### src/rtl/mrd_pkg.sv
// Shared widths, limits and FSM state encoding for the mixed-radix DFT source reader.
package mrd_pkg;
  localparam int N_BANKS     = 7;
  localparam int W_DATA      = 18;
  localparam int W_BANK_ADDR = 8;
  localparam int W_PTS       = 12;
  localparam int W_K         = 11;
  localparam int MAX_PTS     = 1200;

  typedef enum logic [1:0] {
    ST_IDLE  = 2'd0,
    ST_READ  = 2'd1,
    ST_DRAIN = 2'd2
  } state_e;
endpackage

### src/rtl/mrd_src_fifo.sv
// Synchronous output buffer with occupancy count; head reads as zero when empty.
module mrd_src_fifo #(
  parameter int DEPTH = 4,
  parameter int WIDTH = 8,
  localparam int AW   = (DEPTH > 1) ? $clog2(DEPTH) : 1,
  localparam int CNTW = $clog2(DEPTH + 1)
) (
  input  logic             clk,
  input  logic             rst_n,
  input  logic             i_push,
  input  logic [WIDTH-1:0] i_data,
  input  logic             i_pop,
  output logic [WIDTH-1:0] o_data,
  output logic             o_empty,
  output logic [CNTW-1:0]  o_count
);
  logic [WIDTH-1:0] r_mem [DEPTH];
  logic [AW-1:0]    r_wr;
  logic [AW-1:0]    r_rd;
  logic [CNTW-1:0]  r_count;
  logic             w_wr_en;
  logic             w_rd_en;

  assign w_wr_en = i_push && (r_count != CNTW'(DEPTH));
  assign w_rd_en = i_pop && (r_count != '0);

  always_ff @(posedge clk) begin
    if (w_wr_en) r_mem[r_wr] <= i_data;
  end

  always_ff @(posedge clk) begin
    if (!rst_n) begin
      r_wr    <= '0;
      r_rd    <= '0;
      r_count <= '0;
    end else begin
      if (w_wr_en) r_wr <= (r_wr == AW'(DEPTH - 1)) ? '0 : r_wr + AW'(1);
      if (w_rd_en) r_rd <= (r_rd == AW'(DEPTH - 1)) ? '0 : r_rd + AW'(1);
      case ({w_wr_en, w_rd_en})
        2'b10:   r_count <= r_count + CNTW'(1);
        2'b01:   r_count <= r_count - CNTW'(1);
        default: r_count <= r_count;
      endcase
    end
  end

  assign o_empty = (r_count == '0);
  assign o_count = r_count;
  assign o_data  = o_empty ? '0 : r_mem[r_rd];
endmodule

### src/rtl/mrd_source_rd.sv
// Streams a frame out of the 7 interleaved result banks (sample k at bank k%7, addr k/7).
// state | meaning: IDLE wait for start | READ issue bank reads under credit | DRAIN wait for eop transfer
module mrd_source_rd
  import mrd_pkg::*;
#(
  parameter int RAM_LAT    = 1,
  parameter int FIFO_DEPTH = 4
) (
  input  logic                                  clk,
  input  logic                                  rst_n,
  input  logic                                  i_start,
  input  logic [W_PTS-1:0]                      i_dftpts,
  output logic [N_BANKS-1:0]                    o_ram_rden,
  output logic [N_BANKS-1:0][W_BANK_ADDR-1:0]   o_ram_rdaddr,
  input  logic [N_BANKS-1:0][W_DATA-1:0]        i_ram_dout_real,
  input  logic [N_BANKS-1:0][W_DATA-1:0]        i_ram_dout_imag,
  output logic                                  o_out_valid,
  input  logic                                  i_out_ready,
  output logic                                  o_out_sop,
  output logic                                  o_out_eop,
  output logic [W_DATA-1:0]                     o_out_real,
  output logic [W_DATA-1:0]                     o_out_imag,
  output logic [W_PTS-1:0]                      o_out_dftpts,
  output logic                                  o_source_ongoing,
  output logic                                  o_done
);
  localparam int FCW = $clog2(FIFO_DEPTH + 1);
  localparam int CW  = $clog2(FIFO_DEPTH + RAM_LAT + 1) + 1;
  localparam int FW  = 2 * W_DATA + 2;

  state_e                               r_state;
  logic [W_K-1:0]                       r_k;
  logic [2:0]                           r_bi;
  logic [W_BANK_ADDR-1:0]               r_ba;
  logic [W_PTS-1:0]                     r_dftpts;
  logic [N_BANKS-1:0][W_BANK_ADDR-1:0]  r_rdaddr;
  logic [RAM_LAT-1:0]                   r_pv;
  logic [RAM_LAT-1:0]                   r_pfirst;
  logic [RAM_LAT-1:0]                   r_plast;
  logic [RAM_LAT-1:0][2:0]              r_pbi;

  logic [CW-1:0]  w_in_flight;
  logic [FCW-1:0] w_fifo_count;
  logic           w_fifo_empty;
  logic           w_issue;
  logic           w_k_last;
  logic           w_push;
  logic [FW-1:0]  w_push_data;
  logic [FW-1:0]  w_head;
  logic           w_pop;
  logic           w_done;

  always_comb begin
    w_in_flight = '0;
    for (int i = 0; i < RAM_LAT; i++) w_in_flight = w_in_flight + CW'(r_pv[i]);
  end

  // Reads in flight already own a FIFO slot, so the buffer can never overflow.
  assign w_issue  = (r_state == ST_READ) &&
                    ((CW'(w_fifo_count) + w_in_flight) < CW'(FIFO_DEPTH));
  assign w_k_last = ({1'b0, r_k} == (r_dftpts - W_PTS'(1)));

  always_comb begin
    o_ram_rden   = '0;
    o_ram_rdaddr = r_rdaddr;
    if (w_issue) begin
      o_ram_rden[r_bi]   = 1'b1;
      o_ram_rdaddr[r_bi] = r_ba;
    end
  end

  always_ff @(posedge clk) begin
    if (!rst_n) begin
      r_state  <= ST_IDLE;
      r_k      <= '0;
      r_bi     <= '0;
      r_ba     <= '0;
      r_dftpts <= '0;
      r_rdaddr <= '0;
    end else begin
      case (r_state)
        ST_IDLE: begin
          if (i_start && (i_dftpts != '0) && (i_dftpts <= W_PTS'(MAX_PTS))) begin
            r_dftpts <= i_dftpts;
            r_k      <= '0;
            r_bi     <= '0;
            r_ba     <= '0;
            r_state  <= ST_READ;
          end
        end
        ST_READ: begin
          if (w_issue) begin
            r_rdaddr[r_bi] <= r_ba;
            r_k            <= r_k + W_K'(1);
            if (r_bi == 3'd6) begin
              r_bi <= '0;
              r_ba <= r_ba + W_BANK_ADDR'(1);
            end else begin
              r_bi <= r_bi + 3'd1;
            end
            if (w_k_last) r_state <= ST_DRAIN;
          end
        end
        ST_DRAIN: if (w_done) r_state <= ST_IDLE;
        default:  r_state <= ST_IDLE;
      endcase
    end
  end

  always_ff @(posedge clk) begin
    if (!rst_n) begin
      r_pv     <= '0;
      r_pfirst <= '0;
      r_plast  <= '0;
      r_pbi    <= '0;
    end else begin
      r_pv[0]     <= w_issue;
      r_pfirst[0] <= (r_k == '0);
      r_plast[0]  <= w_k_last;
      r_pbi[0]    <= r_bi;
      for (int i = 1; i < RAM_LAT; i++) begin
        r_pv[i]     <= r_pv[i-1];
        r_pfirst[i] <= r_pfirst[i-1];
        r_plast[i]  <= r_plast[i-1];
        r_pbi[i]    <= r_pbi[i-1];
      end
    end
  end

  assign w_push      = r_pv[RAM_LAT-1];
  assign w_push_data = {r_pfirst[RAM_LAT-1], r_plast[RAM_LAT-1],
                        i_ram_dout_real[r_pbi[RAM_LAT-1]],
                        i_ram_dout_imag[r_pbi[RAM_LAT-1]]};

  mrd_src_fifo #(
    .DEPTH (FIFO_DEPTH),
    .WIDTH (FW)
  ) u_fifo (
    .clk     (clk),
    .rst_n   (rst_n),
    .i_push  (w_push),
    .i_data  (w_push_data),
    .i_pop   (w_pop),
    .o_data  (w_head),
    .o_empty (w_fifo_empty),
    .o_count (w_fifo_count)
  );

  assign o_out_valid = !w_fifo_empty;
  assign w_pop       = o_out_valid && i_out_ready;
  assign {o_out_sop, o_out_eop, o_out_real, o_out_imag} = w_head;
  assign w_done           = w_pop && o_out_eop && (r_state == ST_DRAIN);
  assign o_done           = w_done;
  assign o_out_dftpts     = r_dftpts;
  assign o_source_ongoing = (r_state != ST_IDLE);
endmodule

### config.mk
export PLATFORM = sky130hd
export DESIGN_NAME = mrd_source_rd
export DESIGN_NICKNAME = d
export VERILOG_FILES = /design/src/rtl/mrd_pkg.sv /design/src/rtl/mrd_src_fifo.sv /design/src/rtl/mrd_source_rd.sv
export SDC_FILE = /design/constraint.sdc
export NUM_CORES = 1
export LEC_CHECK = 0
export CAP_MARGIN = 20
export CORE_MARGIN = 10
export CORE_UTILIZATION = 40
export DETAILED_ROUTE_END_ITERATION = 12
export GPL_TIMING_DRIVEN = 0
export PLACE_DENSITY = 0.77
export SETUP_SLACK_MARGIN = 0.15
export SLEW_MARGIN = 20
export SYNTH_ARGS = -nofsm -noshare
export SYNTH_HDL_FRONTEND = slang
export SYNTH_HIERARCHICAL = 1
export SYNTH_SLANG_ARGS = --single-unit
### constraint.sdc
create_clock -name clk -period 3.28 [get_ports clk]
set_input_delay 0.656 -clock clk [delete_from_list [all_inputs] [get_ports clk]]
set_output_delay 0.656 -clock clk [all_outputs]
set_load 0.05 [all_outputs]
After elaboration in Yosys (flattened, before gate mapping)
Memories as Yosys holds them, arrays and structs flattened. A register that Yosys moved wholly into a read port is not among the register bits. Index checks and enable logic that the tools add are counted.

ROM bits: 0. Register bits after elaboration: 105. Memories kept: 1. Bits of input ports: 268. Bits in latches: 0. Memory bits (writable): 152. Output and inout bits: 116.

$add $sub $neg: 9. Eq/ne operators: 14. Shift operators: 0. Reduce and logical (&&, ||, !) cells: 22. Div/mod/pow operators: 0. Multiplexer cells: 35. Magnitude comparators: 5. Multiply operators: 0. Bitwise gates (word level): 0.

Memory list: u_fifo.r_mem (depth 4, bits a word 38, rd ports 1, clocked after Yosys merged registers in 1, write ports 1, RTL line mrd_src_fifo.sv:17) `logic [WIDTH-1:0] r_mem [DEPTH];`.

Operators with widths (number): binary-select mux 18 bit (select 3 bit) (2); bitwise mux 56 bit (1); 2-to-1 mux 56 bit (1); 2-to-1 mux 38 bit (1); 2-to-1 mux 18 bit (2); 2-to-1 mux 8 bit (4); demux 8 bit (select 3 bit) (1); 2-to-1 mux 11 bit (2); one-hot mux 11 bit (2 select lines) (1); 2-to-1 mux 2 bit (8); one-hot mux 8 bit (2 select lines) (1); equality test 11 x 12 -> 1 bit (1); <= comparator 12 x 11 -> 1 bit, second input constant (1); one-hot mux 3 bit (2 select lines) (2); nonzero test 12 bit (1); subtractor 12 x 1 -> 12 bit, second input constant (1); adder 11 x 1 -> 11 bit, second input constant (1); logical NOT 11 bit (1); logical AND 1 bit (9); 2-to-1 mux 3 bit (3); adder 8 x 1 -> 8 bit, second input constant (1); equality test 2 bit, second input constant (4); less-than comparator 3 x 4 -> 1 bit, second input constant (2); != test 2 bit, second input constant (4); 22 further kinds (30).

Longest topological paths before layout
Gate-level depths: netlist (run 1).

Word-level depth: 7. Gate-level depth with buffers: 11. Mapped depth without buffers: 10.

Hierarchy
Netlist (run 1), hierarchy kept.

By module, submodules not included: mrd_source_rd (instances 1, cells an instance 727, area each 6451.2 sq um); mrd_src_fifo (instances 1, cells an instance 295, area each 6239.7 sq um).

Worst setup path before layout (run 1)
OpenSTA, ideal clock, no wires.

Path type: reg2out. Start point: register with a tool-made name. End point: output o_done. Buffers on the path: 2. Cell stages (with the launch flop): 7. Setup slack: -402 ps. Required time: 2624 ps. Data arrival time: 3026 ps. Cells stage by stage: dfxtp_1 buf_6 buf_12 mux4_2 nor2b_1 nand2_1 nor3b_1.

RTL lines: end, declared (RTL line mrd_source_rd.sv:25) `output logic o_done`.

==> summary.md, run 1 <==
| Metric | Value |
|---|---|
| Die footprint | 39,300 µm² |
| Total global routing track utilization | 21.8% |
| Post-route cell area | 18,000 µm² |
| Adder-cell area share of the yosys netlist | 1.14% |
| Post-Syn Area | 12,700 µm² |
| Critical R2R Launch | r_pbi[0]$_SDFF_PN0_ |
| Library cells used by synthesis | 65 |
| Hold_buf cts | 0 |
| CP Launch Type | flip-flop |
| Warnings, synthesis | 6 |
| Vias in the first global route | 10,300 |
| Initial antenna violation count | 8 |
| Worst clock skew | 0.0131 ns |
| Hold_sp | r_plast$_SDFF_PN0_ |
| Die height | 198 µm |
| Clock Pin Slew Worst Setup and Hold Paths | 0.06 ns |
| Port Buffer Count | 383 |
| Detail Placement HPWL | 34.4 mm |
| Largest net degree at the start of global routing | 22 |
| Fillers | 2,657 |
| Layout cell share with drive strength beyond 1 | 20.5% |
| Final min period | 3.09 ns |
| Residual DRC count | 0 |
| Rel. slew slack | 35.2% |
| Status | completed |
| CP endpoint kind | output port |
| Compound-Gate Fraction of Synth Area | 5.71% |
| Max-slew violations | 0 |
| PD cells | 423 nW/µm² |
| Maximum clock frequency | 324 MHz |
| Main combinational cell family by area after synthesis | multiplexers |
| Gpl congestion | 0.892 |
| Via density | 5.36 |
| Gr ovfl total | 0 |
| Least-Margin Pin Slew | 0.972 ns |
| Synth Area in Simple Gates | 14.2% |
| Main flop type after synthesis | edfxtp_1 |
| Vias after detailed routing | 10,034 |
| WL/cell | 23.6 µm |
| HP Class | flip-flop to flip-flop |
| Final Util | 57.5% |
| WP data arrival | 2.43 ns |
| Final ANT Viol Nets | 0 |
| Initial DRC Count | 664 |
| Core area | 31,400 µm² |
| Synth Register Bits | 259 |
| Post-synthesis mux area share | 20.6% |
| Data required, critical path | 2.62 ns |
| First-pass GRT wire length | 65.1 mm |
| Max rail drop VDD | 0.349 mV |
| Worst Hold Path EP | u_fifo/r_mem[1][36]$_DFFE_PP_ |
| RSZ-0062 raised after global routing | true |
| Setup slack, reg-to-reg | 0.32 ns |
| Area growth syn-to-layout | 42.1% |
| Placed insts | 1,811 |
| Syn nets | 1,301 |
| Leak | 6.64 nW |
| Xor/xnor share of the synthesized area | 1.86% |
| Sink Count | 259 |
| Worst setup path class | flip-flop to output port |
| Post-synthesis async set-or-reset flop share | 0% |
| CTS tree | built |
| Die Width | 198 µm |
| R2R depth | 6 |
| Avg Inst Size Synth | 12.4 µm² |
| Pre-Repair DR Iteration Count | 5 |
| Non-filler cells, final | 1,872 |
| Crit-path max FO | 7 |
| H-tree levels | 1 |
| Seq/Total Area, Yosys | 52.8% |
| Root Buffer Master | clkbuf_16 |
| Clock latency on the worst-skew pair | 0.53 ns |
| Num rows | 65 |
| FF-to-FF End | u_fifo/r_mem[1][32]$_DFFE_PP_ |
| Clock Path Buffers | 3 |
| Hold Fails Final Rpt | 0 |
| Nets@finish | 1,723 |
| Hold path cells | 0 |
| Routed wire length | 44.2 mm |
| EDFF count, synth | 152 |
| Final setup violating endpoints | 0 |
| Num CTS Buffers | 27 |
| I/O pin cnt | 384 |
| Placed Instance Area | 17,200 µm² |
| Power Total | 7.63 mW |
| Fin crit share | 94.2% |
| Initial Util | 40.4% |
| MaxCap Viol Count | 0 |
| Post-synthesis cell count | 1,022 |
## cells in the mapped netlist (2+ instances only)
cell type / instances / area (µm²)
o21ai_0: 15 / 75.1
nand2b_1: 2 / 12.5
or4_4: 2 / 22.5
nor3b_2: 2 / 25.0
mux2_4: 5 / 75.1
or4_1: 3 / 22.5
mux2_2: 45 / 507
and2_1: 63 / 394
dfxtp_1: 107 / 2140
ha_1: 10 / 125
inv_1: 20 / 75.1
mux4_2: 74 / 1670
o2111ai_1: 3 / 26.3
edfxtp_1: 152 / 4560
xnor2_1: 13 / 114
and3_1: 7 / 43.8
mux2i_1: 37 / 370
a21oi_1: 74 / 370
a31oi_1: 6 / 37.5
o21ai_1: 4 / 20.0
nor3b_1: 2 / 15.0
clkbuf_1: 52 / 195
nand4_1: 13 / 81.3
nor3_1: 3 / 15.0
a31o_1: 2 / 17.5
buf_1: 4 / 15.0
nor4_1: 2 / 12.5
nand4b_1: 2 / 17.5
or3_1: 4 / 25.0
nand3_1: 30 / 150
buf_2: 12 / 60.1
nor2b_1: 41 / 257
o31ai_1: 3 / 22.5
buf_6: 5 / 56.3
nand2_1: 53 / 199
o211ai_1: 2 / 15.0
a2111oi_0: 2 / 17.5
nand3b_1: 5 / 37.5
xor2_1: 14 / 123
buf_12: 2 / 40.0
nor2_1: 100 / 375
nor3_2: 2 / 20.0
## state kept, by name (all words and copies together) (netlist names), named ones only
name            flops
r_pfirst            1
u_fifo/r_wr         2
r_rdaddr           56
r_plast             1
u_fifo/r_mem      152
r_k                11
r_ba                8
r_pv                1
u_fifo/r_rd         2
r_state             2
o_out_dftpts       12
r_bi                3
r_pbi               3
u_fifo/o_count      3
## how the worst max path moves through the flow
stage | from | endpoint | slack, ns | depth (start not counted)
2_1_floorplan | flip-flop | o_done | 0.36 | 6
3_3_place_gp | r_state[0]$_SDFFE_PN0P_ | o_ram_rdaddr[42] | -0.01 | 6
3_5_place_dp | r_state[0]$_SDFFE_PN0P_ | o_ram_rdaddr[42] | -0.05 | 6
4_1_cts | u_fifo/o_count[2]$_SDFFE_PN0P_ | o_ram_rdaddr[28] | 0.15 | 6
5_1_grt | u_fifo/o_count[2]$_SDFFE_PN0P_ | o_ram_rdaddr[38] | 0.09 | 8
6_report | u_fifo/o_count[2]$_SDFFE_PN0P_ | o_ram_rdaddr[38] | 0.19 | 8
## metal layers
layer | GRT usage [%] | wire, µm
met5 | 0 | 11
met4 | 6.58 | 1170
met3 | 6.43 | 4340
met2 | 38.6 | 22400
met1 | 24.8 | 16300
## worst max-delay path, cell delays in order, from the launching register on
cell	delay, ns
dfxtp_4	0.37
nor3b_4	0.22
buf_4	0.17
nand2_4	0.09
nor2_4	0.15
and2_4	0.18
clkbuf_4	0.17
mux2_2	0.35
buf_4	0.19
## layout by cell type (no fill, tap or decap), types with 6 or more instances in the layout
cell | synthesis | final
nand4_1 | 13 | 13
mux2i_1 | 37 | 37
a31oi_1 | 6 | 6
nor2b_1 | 41 | 40
inv_1 | 20 | 20
xor2_1 | 14 | 14
nor2_1 | 100 | 99
clkbuf_1 | 52 | 50
buf_2 | 12 | 38
buf_4 | 1 | 17
edfxtp_1 | 152 | 152
clkdlybuf4s50_1 | 0 | 280
xnor2_1 | 13 | 13
clkbuf_2 | 0 | 13
clkbuf_16 | 0 | 27
buf_6 | 5 | 13
mux4_2 | 74 | 74
dfxtp_1 | 107 | 104
and2_1 | 63 | 62
a21oi_1 | 74 | 74
mux2_2 | 45 | 45
nand3_1 | 30 | 28
ha_1 | 10 | 10
nand2_1 | 53 | 52
dlygate4sd2_1 | 0 | 31
clkdlybuf4s15_2 | 0 | 14
o21ai_0 | 15 | 15
## stage by stage
stage	TNS (ns)	setup WS, ns	hold slack (ns)
after floorplan	0	0.360	0.438
after global placement	-0.0259	-0.0146	0.454
after detailed placement	-0.227	-0.0467	0.473
after CTS	0	0.152	0.484
after global routing	0	0.0912	0.514
final	0	0.190	0.478
## cell families after synthesis
group / count (synthesis)
AND/OR/NAND/NOR: 344
flip-flops: 259
multiplexers: 161
AO/OA/AOI/OAI: 123
buffers and inverters: 97
XOR/XNOR: 27
adder cells (fa/ha/maj): 11
## where the power goes
part,switching (mW),internal [mW],leakage [nW]
Sequential,0.0211,3.48,2.24
Clock,1.22,2.01,0.464
Combinational,0.414,0.484,3.94
Total,1.65,5.97,6.64
## layout make-up
| cell class | count | area [µm²] | share of cell area, % |
|---|---|---|---|
| sequential | 259 | 6720 | 37.2 |
| multi-input combinational | 666 | 5590 | 31.0 |
| timing repair buffer | 393 | 3780 | 20.9 |
| clock buffer | 36 | 759 | 4.21 |
| tap | 402 | 503 | 2.79 |
| buffer | 76 | 404 | 2.24 |
| clock inverter | 14 | 195 | 1.08 |
| inverter | 21 | 80.1 | 0.444 |
| antenna | 5 | 12.5 | 0.0694 |
## timing repair
action / 4_1_cts / 5_1_grt
cloned: 0 / 1
setup endpoints to repair: 103 / 58
setup buffers: 5 / 0
resized for setup: 314 / 100
pin swaps: 4 / 3
Power figures use the tool's default switching activity.
==> run 2: changes to the inputs <==
CORE_UTILIZATION = 48   (was 40)
PLACE_DENSITY = 0.89   (was 0.77)
==> summary.md, run 2 (same netlist as run 1, synthesis figures left out) <==
| Metric | Value |
|---|---|
| Status | completed |
| Die footprint | 33,300 µm² |
| Nets@finish | 1,722 |
| Leak | 6.58 nW |
| Met2 WL | 21.6 mm |
| CP Launch Type | flip-flop |
| Initial DRC Count | 873 |
| Max rail drop VDD | 0.409 mV |
| Residual DRC count | 0 |
| WL met1 | 16.3 mm |
| Crit-path max FO | 9 |
| MaxCap Viol Count | 0 |
| Gpl congestion | 0.914 |
| Root Buffer Master | clkbuf_16 |
| Cells along the critical path | nor3b_4 -> buf_4 -> nand2_4 -> nor2_4 -> and2_1 -> buf_6 -> mux2_2 -> clkbuf_4 |
| Hold Fails Final Rpt | 0 |
| RSZ-0062 raised after global routing | true |
| Hold_buf cts | 0 |
| Largest net degree at the start of global routing | 22 |
| Initial antenna violation count | 3 |
| WP data arrival | 2.42 ns |
| Pre-Repair DR Iteration Count | 5 |
| PD cells | 402 nW/µm² |
| Rel. slew slack | 25.7% |
| Num CTS Buffers | 26 |
| CP endpoint kind | output port |
| Via density | 5.73 |
| Die height | 183 µm |
| Final setup violating endpoints | 0 |
| Max stage delay cell, worst path | dfxtp_1 |
| Setup Slack @ Placement | -0.00443 ns |
| Detail Placement HPWL | 33.6 mm |
| Initial Util | 48.7% |
| Fin Setup TNS | 0 ns |
| Least-Margin Pin Slew | 1.11 ns |
| Total global routing track utilization | 24.7% |
| Largest Register | u_fifo/r_mem |
| Vias after detailed routing | 10,310 |
| I/O pin cnt | 384 |
| Port Buffer Count | 383 |
| Most frequent cells in the layout | 281 x clkdlybuf4s50_1, 152 x edfxtp_1, 103 x dfxtp_1 |
| Worst setup path class | flip-flop to output port |
| DR top layer | met5 |
| Largest register FFs | 152 |
| Commonest non-fill, non-tap cell in the layout | clkdlybuf4s50_1 |
| Fin crit share | 93.8% |
| Hold path cells | 0 |
| HP Class | flip-flop to flip-flop |
| Data required, critical path | 2.62 ns |
| Sink Count | 259 |
| Layout cell share with drive strength beyond 1 | 20.0% |
| FF-to-FF End | u_fifo/r_mem[2][2]$_DFFE_PP_ |
| R2R depth | 5 |
| First-pass GRT wire length | 64.0 mm |
| Clock Pin Slew Worst Setup and Hold Paths | 0.06 ns |
| Clock latency on the worst-skew pair | 0.53 ns |
| Setup crit start | r_state[1]$_SDFFE_PN0P_ |
| Worst hold slack | 0.479 ns |
| Clock Path Buffers | 3 |
| WL/cell | 24.4 µm |
| Maximum clock frequency | 325 MHz |
| Core area | 26,100 µm² |
| Max-slew violations | 0 |
| Final min period | 3.08 ns |
| CTS tree | built |
| Routed met3 length | 4.62 mm |
| Gr ovfl total | 0 |
| Die Width | 183 µm |
| Critical R2R Launch | r_pbi[1]$_SDFF_PN0_ |
| Routed wire length | 43.9 mm |
| Worst clock skew | 0.0123 ns |
| Critical Path End | o_ram_rdaddr[39] |
| Num rows | 59 |
| H-tree levels | 1 |
| Crit path largest cell delay | 0.38 ns |
| Setup slack after layout | 0.202 ns |
| Setup slack, reg-to-reg | 0.23 ns |
| Vias in the first global route | 10,516 |
| Area growth syn-to-layout | 40.4% |
| Final ANT Viol Nets | 0 |
| Fillers | 1,840 |
-- run 2: changes by cell type in the layout (fill, tap and decap cells not counted), sizes merged --
cell and delta:
buf -9, diode -3, dlygate4sd2 +5, inv -1, clkdlybuf4s15 +4, clkdlybuf4s50 +1, clkinv +8, clkbuf -7
bufinv -4
-- run 2: critical path, delay by kind of cell, from the launching register on --
kind                   cells  cell delay (ns)
flip-flops                 1             0.38
multiplexers               1             0.36
AND/OR/NAND/NOR            4             0.63
buffers and inverters      3             0.53
-- run 2: power breakdown --
group / switching [mW] / leakage, nW / internal, mW
logic: 0.420 / 3.95 / 0.483
clock network: 1.19 / 0.391 / 1.57
registers: 0.0218 / 2.24 / 3.48
total: 1.63 / 6.58 / 5.53
-- run 2: metal layers --
metal	vias to the layer above	global-route usage [%]
met3	80	7.46
met5	-	0
met2	579	42.8
met1	5047	28.9
met4	2	7.19
li1	4602	-
-- run 2: how the worst min path moves through the flow --
stage,startpoint,to
floorplan,r_plast$_SDFF_PN0_,u_fifo/r_mem[0][36]$_DFFE_PP_
global placement,r_pfirst$_SDFF_PN0_,u_fifo/r_mem[2][37]$_DFFE_PP_
detailed placement,r_pfirst$_SDFF_PN0_,u_fifo/r_mem[2][37]$_DFFE_PP_
CTS,r_pfirst$_SDFF_PN0_,u_fifo/r_mem[2][37]$_DFFE_PP_
global route,r_pfirst$_SDFF_PN0_,u_fifo/r_mem[3][37]$_DFFE_PP_
finish,r_pfirst$_SDFF_PN0_,u_fifo/r_mem[3][37]$_DFFE_PP_
-- run 2: layout make-up --
class                           instances  area, µm²  area share, %
Sequential cell                       259       6720           37.7
Clock inverter                         17        106          0.597
Tap cell                              335        419           2.35
Timing Repair Buffer                  393       3800           21.3
Clock buffer                           30        687           3.85
Multi-Input combinational cell        666       5590           31.4
Antenna cell                            2       5.00         0.0281
Buffer                                 76        409           2.30
Inverter                               21       80.1          0.449
-- run 2: per-stage QoR --
| step | std cells | util, % | area, µm² | total power, mW |
|---|---|---|---|---|
| after detailed placement | 1744 | 65.5 | 17100 | 4.46 |
| after floorplan | 1022 | - | 12700 | 3.96 |
| after global placement | 1740 | 65.1 | 17000 | 4.44 |
| after CTS | 1794 | 68.1 | 17700 | 7.19 |
| after global routing | 1799 | 68.4 | 17800 | 7.38 |
| final | 1799 | 68.4 | 17800 | 7.17 |
-- run 2: what timing repair did --
| item | CTS | global route |
|---|---|---|
| cloned | 0 | 2 |
| setup buffers | 3 | 1 |
| resized for setup | 322 | 51 |
| setup endpoints to repair | 103 | 63 |
| pin swaps | 3 | 4 |
==> run 3: changes to the inputs <==
CELL_PAD_IN_SITES_DETAIL_PLACEMENT = 0   (was default)
CELL_PAD_IN_SITES_GLOBAL_PLACEMENT = 1   (was default)
CORE_UTILIZATION = 37   (was 48)
PLACE_DENSITY = 0.87   (was 0.89)
TNS_END_PERCENT = 20   (was default)
==> summary.md, run 3 (same netlist as run 1, synthesis figures left out) <==
| Metric | Value |
|---|---|
| Rel. slew slack | 36.0% |
| CP endpoint kind | output port |
| Worst setup path class | flip-flop to output port |
| Gr ovfl total | 0 |
| Sink Count | 259 |
| Die footprint | 42,100 µm² |
| Final setup violating endpoints | 0 |
| Total global routing track utilization | 20.8% |
| Clock Pin Slew Worst Setup and Hold Paths | 0.06 ns |
| RSZ-0062 raised after global routing | true |
| Largest register FFs | 152 |
| R2R depth | 6 |
| Crit-path max FO | 9 |
| Detail Placement HPWL | 35.6 mm |
| Fillers | 2,943 |
| Least-Margin Pin Slew | 0.961 ns |
| Most frequent cells in the layout | 280 x clkdlybuf4s50_1, 152 x edfxtp_1, 104 x dfxtp_1 |
| Worst clock skew | 0.0176 ns |
| Fin Setup TNS | 0 ns |
| Max-slew violations | 0 |
| Num rows | 67 |
| WL/cell | 23.6 µm |
| Fin crit share | 98.7% |
| I/O pin cnt | 384 |
| Via density | 5.18 |
| Final min period | 3.24 ns |
| Port Buffer Count | 383 |
| Initial Util | 37.7% |
| Non-filler cells, final | 1,926 |
| CTS tree | built |
| Clock latency on the worst-skew pair | 0.54 ns |
| Layout cell share with drive strength beyond 1 | 19.6% |
| Routed wire length | 45.4 mm |
| Part of the power in registers | 46.9% |
| WP data arrival | 2.58 ns |
| Leak | 6.68 nW |
| H-tree levels | 1 |
| Internal Power | 5.78 mW |
| Num CTS Buffers | 28 |
| Vias after detailed routing | 9,982 |
| Area growth syn-to-layout | 43.1% |
| MaxCap Viol Count | 0 |
| Core area | 33,700 µm² |
| Switching Share | 22.6% |
| Commonest non-fill, non-tap cell in the layout | clkdlybuf4s50_1 |
| First-pass GRT wire length | 66.3 mm |
| Largest net degree at the start of global routing | 29 |
| Status | completed |
| Vias in the first global route | 10,307 |
| Hold Fails Final Rpt | 0 |
| Residual DRC count | 0 |
| Comb pwr share | 12.1% |
| Nets@finish | 1,725 |
| Clock Power Share | 41.0% |
| Pre-Repair DR Iteration Count | 7 |
| Sw Pwr | 1.69 mW |
| Max rail drop VDD | 0.374 mV |
| Gpl congestion | 0.911 |
| HP Class | flip-flop to flip-flop |
| Die height | 205 µm |
| PD cells | 411 nW/µm² |
| Initial antenna violation count | 14 |
| Placed insts | 1,857 |
| Die Width | 205 µm |
| CP Launch Type | flip-flop |
| Final ANT Viol Nets | 0 |
| Maximum clock frequency | 309 MHz |
| Hold_buf cts | 0 |
| Data required, critical path | 2.62 ns |
| Largest Register | u_fifo/r_mem |
| Initial DRC Count | 558 |
| Root Buffer Master | clkbuf_16 |
| Clock Path Buffers | 3 |
| Hold path cells | 0 |
[run 3: cell count changes in the layout (fill, tap and decap cells not counted), moves of 5 or more]
| cell | delta |
|---|---|
| clkdlybuf4s15_2 | -6 |
| buf_4 | +5 |
| clkbuf_1 | +5 |
| buf_8 | +5 |
| clkbuf_2 | -5 |
| dlygate4sd2_1 | +11 |
| mux2_2 | -7 |
| diode_2 | +8 |
| buf_2 | -9 |
| mux2_4 | +7 |
[run 3: path summary, 6_finish.rpt]
check                                             start                       endpoint  slack [ns]
worst max-delay path            r_state[1]$_SDFFE_PN0P_                o_ram_rdaddr[8]        0.04
worst min-delay path                 r_plast$_SDFF_PN0_  u_fifo/r_mem[2][36]$_DFFE_PP_        0.48
worst max register to register      r_pbi[1]$_SDFF_PN0_   u_fifo/r_mem[1][0]$_DFFE_PP_        0.35
worst min register to register       r_plast$_SDFF_PN0_  u_fifo/r_mem[2][36]$_DFFE_PP_        0.48
[run 3: worst max-delay path: stages (launching register included)]
cell and delay (ns):
dfxtp_4 0.36, nor3b_4 0.24, and2_4 0.21, nand3b_1 0.15, nor2_4 0.16, buf_12 0.14
mux2_2 0.34, dlygate4sd2_1 0.44
[run 3: power by group through the flow]
| stage | Clock [mW] | Combinational (mW) | Sequential [mW] |
|---|---|---|---|
| after floorplan | 0 | 0.380 | 3.58 |
| after global placement | 0 | 0.885 | 3.57 |
| after detailed placement | 0 | 0.900 | 3.57 |
| after CTS | 3.13 | 0.901 | 3.50 |
| after global routing | 3.25 | 0.963 | 3.50 |
| final | 3.06 | 0.900 | 3.50 |
[run 3: per-stage QoR]
step / power [mW] / hold slack, ns / area (µm²) / worst slack [ns] / utilization (%)
after global placement: 4.45 / 0.454 / 17100 / -0.0938 / 50.7
after CTS: 7.53 / 0.488 / 18000 / -0.0338 / 53.4
after global routing: 7.71 / 0.518 / 18200 / -0.0519 / 53.9
final: 7.46 / 0.477 / 18200 / 0.0411 / 53.9
after floorplan: 3.96 / 0.438 / 12700 / 0.360 / -
after detailed placement: 4.47 / 0.482 / 17200 / -0.0674 / 51.0
[run 3: layout make-up]
cell class / instances / area, µm² / share of cell area (%)
Tap cell: 448 / 561 / 3.09
Clock buffer: 38 / 778 / 4.29
Inverter: 21 / 80.1 / 0.441
Buffer: 76 / 410 / 2.26
Multi-Input combinational cell: 666 / 5620 / 30.9
Sequential cell: 259 / 6720 / 37.0
Timing Repair Buffer: 394 / 3840 / 21.1
Clock inverter: 14 / 130 / 0.717
Antenna cell: 10 / 25.0 / 0.138
[run 3: per-layer routing]
metal	global-route usage, %	wire length, µm
met2	36.4	22700
met1	23.1	17100
met5	0	41
met4	7.38	1240
met3	7.06	4340
[run 3: repair_timing]
| item | CTS | global route |
|---|---|---|
| buffers inserted | 2 | 4 |
| pin swaps | 2 | 3 |
| setup endpoints to repair | 103 | 55 |
| resized for setup | 287 | 89 |
| cloned | 0 | 1 |
